===== config.mk =====
export PLATFORM = sky130hd
export DESIGN_NAME = fp_mul_pipe
export DESIGN_NICKNAME = d
export VERILOG_FILES = /design/src/rtl/fp_pkg.sv /design/src/rtl/fp_unpack.sv /design/src/rtl/fp_mul_pipe.sv
export SDC_FILE = /design/constraint.sdc
export NUM_CORES = 2
export LEC_CHECK = 0
export CAP_MARGIN = 20
export CORE_UTILIZATION = 43
export DETAILED_ROUTE_END_ITERATION = 6
export SYNTH_ARGS = -nofsm -noshare
export SYNTH_HDL_FRONTEND = slang
export SYNTH_SLANG_ARGS = --single-unit

===== constraint.sdc =====
create_clock -name clk -period 6.98 [get_ports clk]
set_clock_uncertainty 0.2 [all_clocks]
set_input_delay 1.047 -clock clk [delete_from_list [all_inputs] [get_ports clk]]
set_output_delay 1.047 -clock clk [all_outputs]
set_load 0.1 [all_outputs]

===== src/rtl/fp_pkg.sv =====
// Shared definitions for the pipelined floating-point multiplier.
//   fp_class_e : operand classification produced by fp_unpack
//   FLG_*      : bit positions inside the 3-bit exception flag vector
//   fp_bias()  : exponent bias for a given exponent width
//   fp_qnan()  : canonical quiet NaN pattern (LSB-aligned, caller truncates)
package fp_pkg;

  typedef enum logic [1:0] {
    FP_ZERO,
    FP_NORM,
    FP_INF,
    FP_NAN
  } fp_class_e;

  localparam int FLG_INV = 2;
  localparam int FLG_OVF = 1;
  localparam int FLG_UDF = 0;

  function automatic int fp_bias(input int exp_w);
    return (1 << (exp_w - 1)) - 1;
  endfunction

  // sign 0, exponent all-ones, fraction MSB set, remaining fraction bits 0
  function automatic logic [127:0] fp_qnan(input int exp_w, input int man_w);
    logic [127:0] q;
    q = '0;
    for (int i = 0; i < exp_w; i++) q[man_w + i] = 1'b1;
    q[man_w - 1] = 1'b1;
    return q;
  endfunction

endpackage


===== src/rtl/fp_unpack.sv =====
// Combinational operand unpacker for fp_mul_pipe.
// Ports:
//   op    : packed operand {sign, exp, frac}
//   sign  : sign bit
//   expo  : biased exponent field
//   sig   : significand with hidden bit restored, {1, frac}
//   cls   : ZERO (exp==0, denormals flushed), INF, NAN or NORM
module fp_unpack
  import fp_pkg::*;
#(
  parameter int EXP_W = 8,
  parameter int MAN_W = 23
) (
  input  logic [EXP_W+MAN_W:0] op,
  output logic                 sign,
  output logic [EXP_W-1:0]     expo,
  output logic [MAN_W:0]       sig,
  output fp_class_e            cls
);

  logic [EXP_W-1:0] e;
  logic [MAN_W-1:0] f;

  always_comb begin
    sign = op[EXP_W+MAN_W];
    e    = op[EXP_W+MAN_W-1:MAN_W];
    f    = op[MAN_W-1:0];
    expo = e;
    sig  = {1'b1, f};
    if (e == '0) begin
      cls = FP_ZERO;
    end else if (&e) begin
      cls = (f == '0) ? FP_INF : FP_NAN;
    end else begin
      cls = FP_NORM;
    end
  end

endmodule


===== src/rtl/fp_mul_pipe.sv =====
// Three-stage pipelined floating-point multiplier with valid/ready handshake.
//   S1 unpack/classify, S2 significand multiply, S3 normalise/round/pack.
// Ports:
//   clk, rst_n           : clock (rising edge), synchronous active-low reset
//   in_valid/in_ready    : operand handshake; in_ready is the global advance
//   in_a, in_b           : operands {sign, exp, frac}
//   out_valid/out_ready  : result handshake
//   out_data             : product
//   out_flags            : {invalid, overflow, underflow}, aligned with out_data
// Build option: FP_MUL_RNE_EN selects round-to-nearest-even; without it the
// fraction is truncated.
module fp_mul_pipe
  import fp_pkg::*;
#(
  parameter int EXP_W = 8,
  parameter int MAN_W = 23
) (
  input  logic                 clk,
  input  logic                 rst_n,
  input  logic                 in_valid,
  output logic                 in_ready,
  input  logic [EXP_W+MAN_W:0] in_a,
  input  logic [EXP_W+MAN_W:0] in_b,
  output logic                 out_valid,
  input  logic                 out_ready,
  output logic [EXP_W+MAN_W:0] out_data,
  output logic [2:0]           out_flags
);

  localparam int W    = 1 + EXP_W + MAN_W;
  localparam int BIAS = fp_bias(EXP_W);
  localparam int PW   = 2 * MAN_W + 2;
  localparam int XW   = EXP_W + 2;

  localparam logic signed [XW-1:0] BIAS_X = XW'(BIAS);
  localparam logic signed [XW-1:0] EMAX_X = XW'((1 << EXP_W) - 1);
  localparam logic signed [XW-1:0] ONE_X  = XW'(1);
  localparam logic signed [XW-1:0] ZERO_X = '0;
  localparam logic [W-1:0]         QNAN   = W'(fp_qnan(EXP_W, MAN_W));

`ifdef FP_MUL_RNE_EN
  localparam logic RNE = 1'b1;
`else
  localparam logic RNE = 1'b0;
`endif

  // Round-up decision; with RNE cleared the fraction is simply truncated.
  function automatic logic round_inc(input logic lsb, input logic g, input logic s);
    return RNE & g & (s | lsb);
  endfunction

  logic adv;
  assign adv      = !out_valid | out_ready;
  assign in_ready = adv;

  // ---------------------------------------------------------------- S1 input
  logic            sa, sb;
  logic [EXP_W-1:0] ea, eb;
  logic [MAN_W:0]  ma, mb;
  fp_class_e       ca, cb;

  fp_unpack #(.EXP_W(EXP_W), .MAN_W(MAN_W)) u_unpack_a (
    .op(in_a), .sign(sa), .expo(ea), .sig(ma), .cls(ca)
  );
  fp_unpack #(.EXP_W(EXP_W), .MAN_W(MAN_W)) u_unpack_b (
    .op(in_b), .sign(sb), .expo(eb), .sig(mb), .cls(cb)
  );

  logic                 s_x;
  logic signed [XW-1:0] esum;
  logic                 spec;
  logic [W-1:0]         spec_data;
  logic [2:0]           spec_flags;

  always_comb begin
    s_x        = sa ^ sb;
    esum       = $signed({2'b00, ea}) + $signed({2'b00, eb}) - BIAS_X;
    spec       = 1'b1;
    spec_data  = '0;
    spec_flags = '0;
    if (ca == FP_NAN || cb == FP_NAN ||
        (ca == FP_ZERO && cb == FP_INF) || (ca == FP_INF && cb == FP_ZERO)) begin
      spec_data           = QNAN;
      spec_flags[FLG_INV] = 1'b1;
    end else if (ca == FP_INF || cb == FP_INF) begin
      spec_data = {s_x, {EXP_W{1'b1}}, {MAN_W{1'b0}}};
    end else if (ca == FP_ZERO || cb == FP_ZERO) begin
      spec_data = {s_x, {(W-1){1'b0}}};
    end else begin
      spec = 1'b0;
    end
  end

  logic                 vld_p1;
  logic                 sign_p1;
  logic signed [XW-1:0] exp_p1;
  logic [MAN_W:0]       siga_p1, sigb_p1;
  logic                 spec_p1;
  logic [W-1:0]         spec_data_p1;
  logic [2:0]           spec_flags_p1;

  // ---------------------------------------------------------------- S2 multiply
  logic                 vld_p2;
  logic                 sign_p2;
  logic signed [XW-1:0] exp_p2;
  logic [PW-1:0]        prod_p2;
  logic                 spec_p2;
  logic [W-1:0]         spec_data_p2;
  logic [2:0]           spec_flags_p2;

  always_ff @(posedge clk) begin
    if (adv) begin
      sign_p1       <= s_x;
      exp_p1        <= esum;
      siga_p1       <= ma;
      sigb_p1       <= mb;
      spec_p1       <= spec;
      spec_data_p1  <= spec_data;
      spec_flags_p1 <= spec_flags;

      sign_p2       <= sign_p1;
      exp_p2        <= exp_p1;
      prod_p2       <= {{(MAN_W+1){1'b0}}, siga_p1} * {{(MAN_W+1){1'b0}}, sigb_p1};
      spec_p2       <= spec_p1;
      spec_data_p2  <= spec_data_p1;
      spec_flags_p2 <= spec_flags_p1;
    end
  end

  // ---------------------------------------------------------------- S3 normalise/round/pack
  // pn drops the leading one: product in [1,4) is aligned so bit PW-2 is the
  // first fraction bit, with the exponent bumped when the product was >= 2.
  logic [PW-2:0]        pn;
  logic [MAN_W-1:0]     frac;
  logic                 g, st, inc;
  logic [MAN_W:0]       fr;
  logic signed [XW-1:0] e;
  logic [W-1:0]         res;
  logic [2:0]           flg;

  always_comb begin
    pn   = prod_p2[PW-1] ? prod_p2[PW-2:0] : {prod_p2[PW-3:0], 1'b0};
    e    = exp_p2 + (prod_p2[PW-1] ? ONE_X : ZERO_X);
    frac = pn[PW-2 -: MAN_W];
    g    = pn[MAN_W];
    st   = |pn[MAN_W-1:0];
    inc  = round_inc(frac[0], g, st);
    fr   = {1'b0, frac} + {{MAN_W{1'b0}}, inc};
    // Carry out of the fraction means 1.111..1 rounded to 10.0: fraction is
    // already zero, only the exponent moves.
    if (fr[MAN_W]) e = e + ONE_X;
    res = '0;
    flg = '0;
    if (spec_p2) begin
      res = spec_data_p2;
      flg = spec_flags_p2;
    end else if (e >= EMAX_X) begin
      res          = {sign_p2, {EXP_W{1'b1}}, {MAN_W{1'b0}}};
      flg[FLG_OVF] = 1'b1;
    end else if (e <= ZERO_X) begin
      res          = {sign_p2, {(W-1){1'b0}}};
      flg[FLG_UDF] = 1'b1;
    end else begin
      res = {sign_p2, e[EXP_W-1:0], fr[MAN_W-1:0]};
    end
  end

  always_ff @(posedge clk) begin
    if (!rst_n) begin
      vld_p1    <= 1'b0;
      vld_p2    <= 1'b0;
      out_valid <= 1'b0;
      out_data  <= '0;
      out_flags <= '0;
    end else if (adv) begin
      vld_p1    <= in_valid;
      vld_p2    <= vld_p1;
      out_valid <= vld_p2;
      if (vld_p2) begin
        out_data  <= res;
        out_flags <= flg;
      end
    end
  end

endmodule


Word level (Yosys, flattened, before mapping)
Index checks and enable logic that the tools add are counted.

storage, ports and cells
  register bits = 222
  latch bits = 0
  bits in writable memories = 0
  memory bits (read-only) = 0
  input bits = 68
  word-level logic and storage cells = 69
  memories = 0

operators by class
  add/sub/neg operators = 3
  multipliers = 1
  div/mod/pow operators = 0
  $lt $le $gt $ge = 2
  eq/ne operators = 4
  shift-type cells = 0
  muxes and demuxes = 20
  bitwise logic cells = 2
  reduce and logical (&&, ||, !) cells = 18

operator list
  kind                    count
  $mux W32                3
  $mux W31                2
  $mul A24 B24 Y48        1
  $mux W47                1
  $logic_not A23 Y1       2
  $logic_not A8 Y1        2
  $reduce_and A8 Y1       2
  $add A10 B2 Y10         1
  $ge A10 B9 Y1 const B   1
  $le A10 B1 Y1 const B   1
  $mux W2                 5
  $sub A9 B7 Y10 const B  1
  $add A8 B8 Y9           1
  $mux W1                 9
  $eq A2 B2 Y1 const B    4
  $logic_or A1 B1 Y1      5
  $logic_not A2 Y1        2
  $logic_and A1 B1 Y1     2
  $reduce_and A2 Y1       1
  $reduce_or A2 Y1        1
  $logic_not A1 Y1        1
  $or A1 B1 Y1            1
  $xor A1 B1 Y1           1

Longest topological paths before layout
  word-level depth = 9
  gate-level depth with buffers = 26

Modules after synthesis
Synthesis repeated with hierarchy kept, for this count alone.

unflattened totals
  cells, all modules = 2521
  area, all modules = 24369.6 um2

by module, submodules not included
  module       instances  cells an instance  area each (um2)  sequential area each (um2)
  fp_mul_pipe  1          2425               23674.0          3913.8
  fp_unpack    2          48                 347.8            0.0

Least setup slack after synthesis
Ideal clock, no wire load.

  path kind = register -> register
  start = register sigb_p1[12]
  end = register prod_p2[47], data pin
  library setup time = 265 ps
  data arrival time = 6537 ps
  data required time = 6515 ps
  slack = -22 ps
  stages on the path, launching flop included = 25
  buffers on the path = 2
  cell sequence = edfxtp_1 > clkbuf_1 > clkbuf_1 > nand2_1 > fa_1 > inv_1 > fa_1 > inv_1 > fa_1 > inv_1 > fa_1 > fa_1 > fa_1 > inv_1 > fa_1 > inv_1 > ha_1 > a21o_1 > a2111oi_2 > o21ai_1 > a22o_1 > a211oi_4 > o21ai_2 > a2111oi_2 > nor3_1

on the way
  word-level cells in the longest chain between the ends = 1

RTL lines
  what                    line                RTL
  from (decl)             fp_mul_pipe.sv:97   logic [MAN_W:0] siga_p1, sigb_p1;
  from (signal assigned)  fp_mul_pipe.sv:116  sigb_p1 <= mb;
  $mul A24 B24 Y48        fp_mul_pipe.sv:123  prod_p2 <= {{(MAN_W+1){1'b0}}, siga_p1} * {{(MAN_W+1){1'b0}}, sigb_p1};
  to (signal assigned)    fp_mul_pipe.sv:123
  to (decl)               fp_mul_pipe.sv:106  logic [PW-1:0] prod_p2;

Every way passes these cells.
A chain may end at the register's enable or synchronous reset.

Worst setup path in the final report
  start = register sigb_p1[11]
  end = register prod_p2[47], data pin

The elaborated chain is that of the path after synthesis.

==> flow_summary.toml <==
[outcome]
status = "finished, violations left"
violations = "negative setup slack"

[sta]
fin_crit_ns = 7.07
slew_headroom = 0.294
setup_viol = 5
rsz0062_at_grt = "yes"
setup_ws_ns = -0.0858
min_period_over_period = 1.01
finalHoldViolCount = 0
slew_violations = 0
fmax_mhz = 142
tightestPinTransition_ns = 1.05

[job]
drv_cap = 0

[placed_design]
dp_cells = 3341
dpl.hpwl_um = 54900
gp_congestion = 0.906
dp_slack_ns = -0.208
io_buffers = 104

[synthesis]
synth_edf_count = 103
synth_cells = 2445
ys_seq_area_frac = 0.163
syn_avg_cell_area_um2 = 9.67
yosys-top-cells-area = "fa_1 (41%), edfxtp_1 (13%), ha_1 (9.8%), inv_1 (9.3%), and2_1 (6.5%)"
synth_top_flop_cell = "edfxtp_1"
yosys.area.top_type_share = 0.408
syn_area_um2 = 23600
ys.warnings.count = 0
synthesis.nets = 3181
ys_async_sr_fraction = 0
synth-seq-cells = 141
yosysUniqueCellTypes = 61
yosys.area.top_type = "fa_1"

[critical_path]
worstSetupPathType = "flip-flop to flip-flop"
worst-path-buf-inv = 5
rrSetupSlack_ns = -0.09
reg2reg_depth = 22
critPathLaunchType = "flip-flop"
cp.required_ns = 6.99
crit_chain = "buf_6 > buf_4 > nand2_2 > fa_1 > fa_1 > inv_1 > fa_1 > fa_2 > fa_2 > fa_1 > inv_2 > fa_1 > inv_1 > ha_2 > a21o_1 > a2111oi_4 > o21ai_2 > a22o_1 > a211oi_4 > o21ai_4 > a2111oi_4 > nor3_1"
crit_top_cell = "fa_1"
cp.arrival_ns = 7.07
cpPeakStageDelay_ns = 0.57
slowest_stage = "fa_1"
path_max_fanout = 6
worstSetupEndpointType = "flip-flop"
timing.rr.start = "sigb_p1[11]"
critPathTopFamily = "adder cells"
r2r-end = "prod_p2[47]"

[drt]
ant_nets = 0
dr.pass1.iters = 6
wire_per_inst_um = 19.6
wirelength_um = 66900
viasPerCell = 5.11
vias = 17409
drt_iter0_drc = 856
route.detailed.drc = 0

[cts]
clk_pin_slew_worst_paths_ns = 0.07
h-tree-depth = 4
clk_latency_ns = 0.48
cts_tree = "yes"
ctsRootBufferMaster = "clkbuf_16"
cts.sinks = 141
ctsHoldBuffers = 0
clockBufferDepth = 2
cts_buffers = 17

[hold_path]
hold_depth = 0
min_to = "spec_data_p2[22]"
worstHoldPathType = "flip-flop to flip-flop"
min-delay-start = "spec_data_p1[22]"

[final_layout]
fillCellCount = 4881
num_antenna_cells = 0
nets = 3433
multi_input_area_um2 = 17500
fin_cells = 3406
drive_gt1_frac = 0.130
synthToLayoutAreaGrowth_pct = 19.8
regArea_um2 = 3850
final_cell_mix = "inv_1 (576), fa_1 (468), nand2_1 (316)"
final_core_util = 0.524
final_common_cell = "inv_1"

[grt]
grt_pass1_vias = 18923
grt_first_pass_wirelength_um = 105000
grt_start_max_net_pins = 63
globalRouteOverflowTotal = 0
antenna_found_initial = 1
track_usage = 0.248

[floorplanning]
ios = 105
dieArea_um2 = 55900
die_y_um = 236
rows = 85
die_x_um = 236
core_area_um2 = 54000
start_util = 0.438
[flip-flops by register name (all words and copies together), names as in the netlist, 3 cells and up]
register,flops
out_data,32
prod_p2,25
siga_p1,23
sigb_p1,23
exp_p1,10
exp_p2,10
out_flags,3
spec_data_p1,3
spec_data_p2,3
[per-stage QoR]
stage	hold slack (ns)	area [um2]	TNS, ns
2_1_floorplan	0.200	23600	0
3_3_place_gp	0.203	27000	-1.30
3_5_place_dp	0.205	27000	-1.85
4_1_cts	0.220	27700	-0.00518
5_1_grt	0.227	28300	-2.33
6_report	0.212	28300	-0.270
[synthesized netlist by cell type, types with 3 or more instances]
| master | number |
|---|---|
| o21a_1 | 8 |
| fa_1 | 482 |
| clkbuf_1 | 101 |
| a31oi_1 | 7 |
| o21bai_1 | 7 |
| nor4_1 | 13 |
| nand2_1 | 319 |
| a21o_1 | 16 |
| dfxtp_1 | 38 |
| inv_1 | 586 |
| mux2i_1 | 24 |
| o21ai_0 | 44 |
| nor2b_1 | 9 |
| nand4_1 | 18 |
| nand3_1 | 15 |
| xnor2_1 | 27 |
| a21oi_1 | 50 |
| nor2_1 | 47 |
| a211oi_1 | 4 |
| edfxtp_1 | 103 |
| a22o_1 | 3 |
| xor2_1 | 16 |
| and4_1 | 3 |
| a21boi_0 | 3 |
| ha_1 | 186 |
| nor3_1 | 12 |
| and2_1 | 245 |
| and3_1 | 7 |
| or2_2 | 5 |
[cell families after synthesis]
| logic type | count (synthesis) | share of synthesized area |
|---|---|---|
| AND/OR/NAND/NOR | 704 | 0.147 |
| buffers and inverters | 693 | 0.110 |
| adder cells (fa/ha/maj) | 668 | 0.507 |
| AO/OA/AOI/OAI | 171 | 0.0468 |
| flip-flops | 141 | 0.163 |
| XOR/XNOR | 43 | 0.0159 |
| multiplexers | 25 | 0.0106 |
[what timing repair did]
action / 4_1_cts / 5_1_grt
cloned: 0 / 2
buffers inserted: 3 / 30
endpoints found under the setup margin: 15 / 21
pin swaps: 9 / 54
gates resized for setup: 17 / 87
[final cells by class]
type,instances,area share
Multi-Input combinational cell,1611,0.619
Sequential cell,141,0.136
Timing Repair Buffer,338,0.113
Inverter,588,0.0782
Tap cell,696,0.0307
Clock buffer,20,0.0177
Clock inverter,12,0.00451
[per-layer routing]
layer / part of all wire / global-route usage / wire [um]
met1: 0.40 / 0.309 / 26800
met2: 0.51 / 0.430 / 33900
met3: 0.053 / 0.0364 / 3520
met4: 0.040 / 0.103 / 2700
met5: 0.00019 / 0 / 13
[how the worst max path moves through the flow]
stage          slack [ns]  cells past startpoint   startpoint     endpoint
2_1_floorplan        0.02                     23  siga_p1[20]  prod_p2[47]
3_3_place_gp        -0.18                     23  sigb_p1[13]  prod_p2[29]
3_5_place_dp        -0.21                     22  siga_p1[22]  prod_p2[47]
4_1_cts            -0.005                     23  sigb_p1[13]  prod_p2[47]
5_1_grt             -0.28                     25   siga_p1[6]  prod_p2[47]
6_report            -0.09                     22  sigb_p1[11]  prod_p2[47]
Power is not shown: default switching activity piles up to over one toggle a cycle in this logic, so the estimate is an artifact.
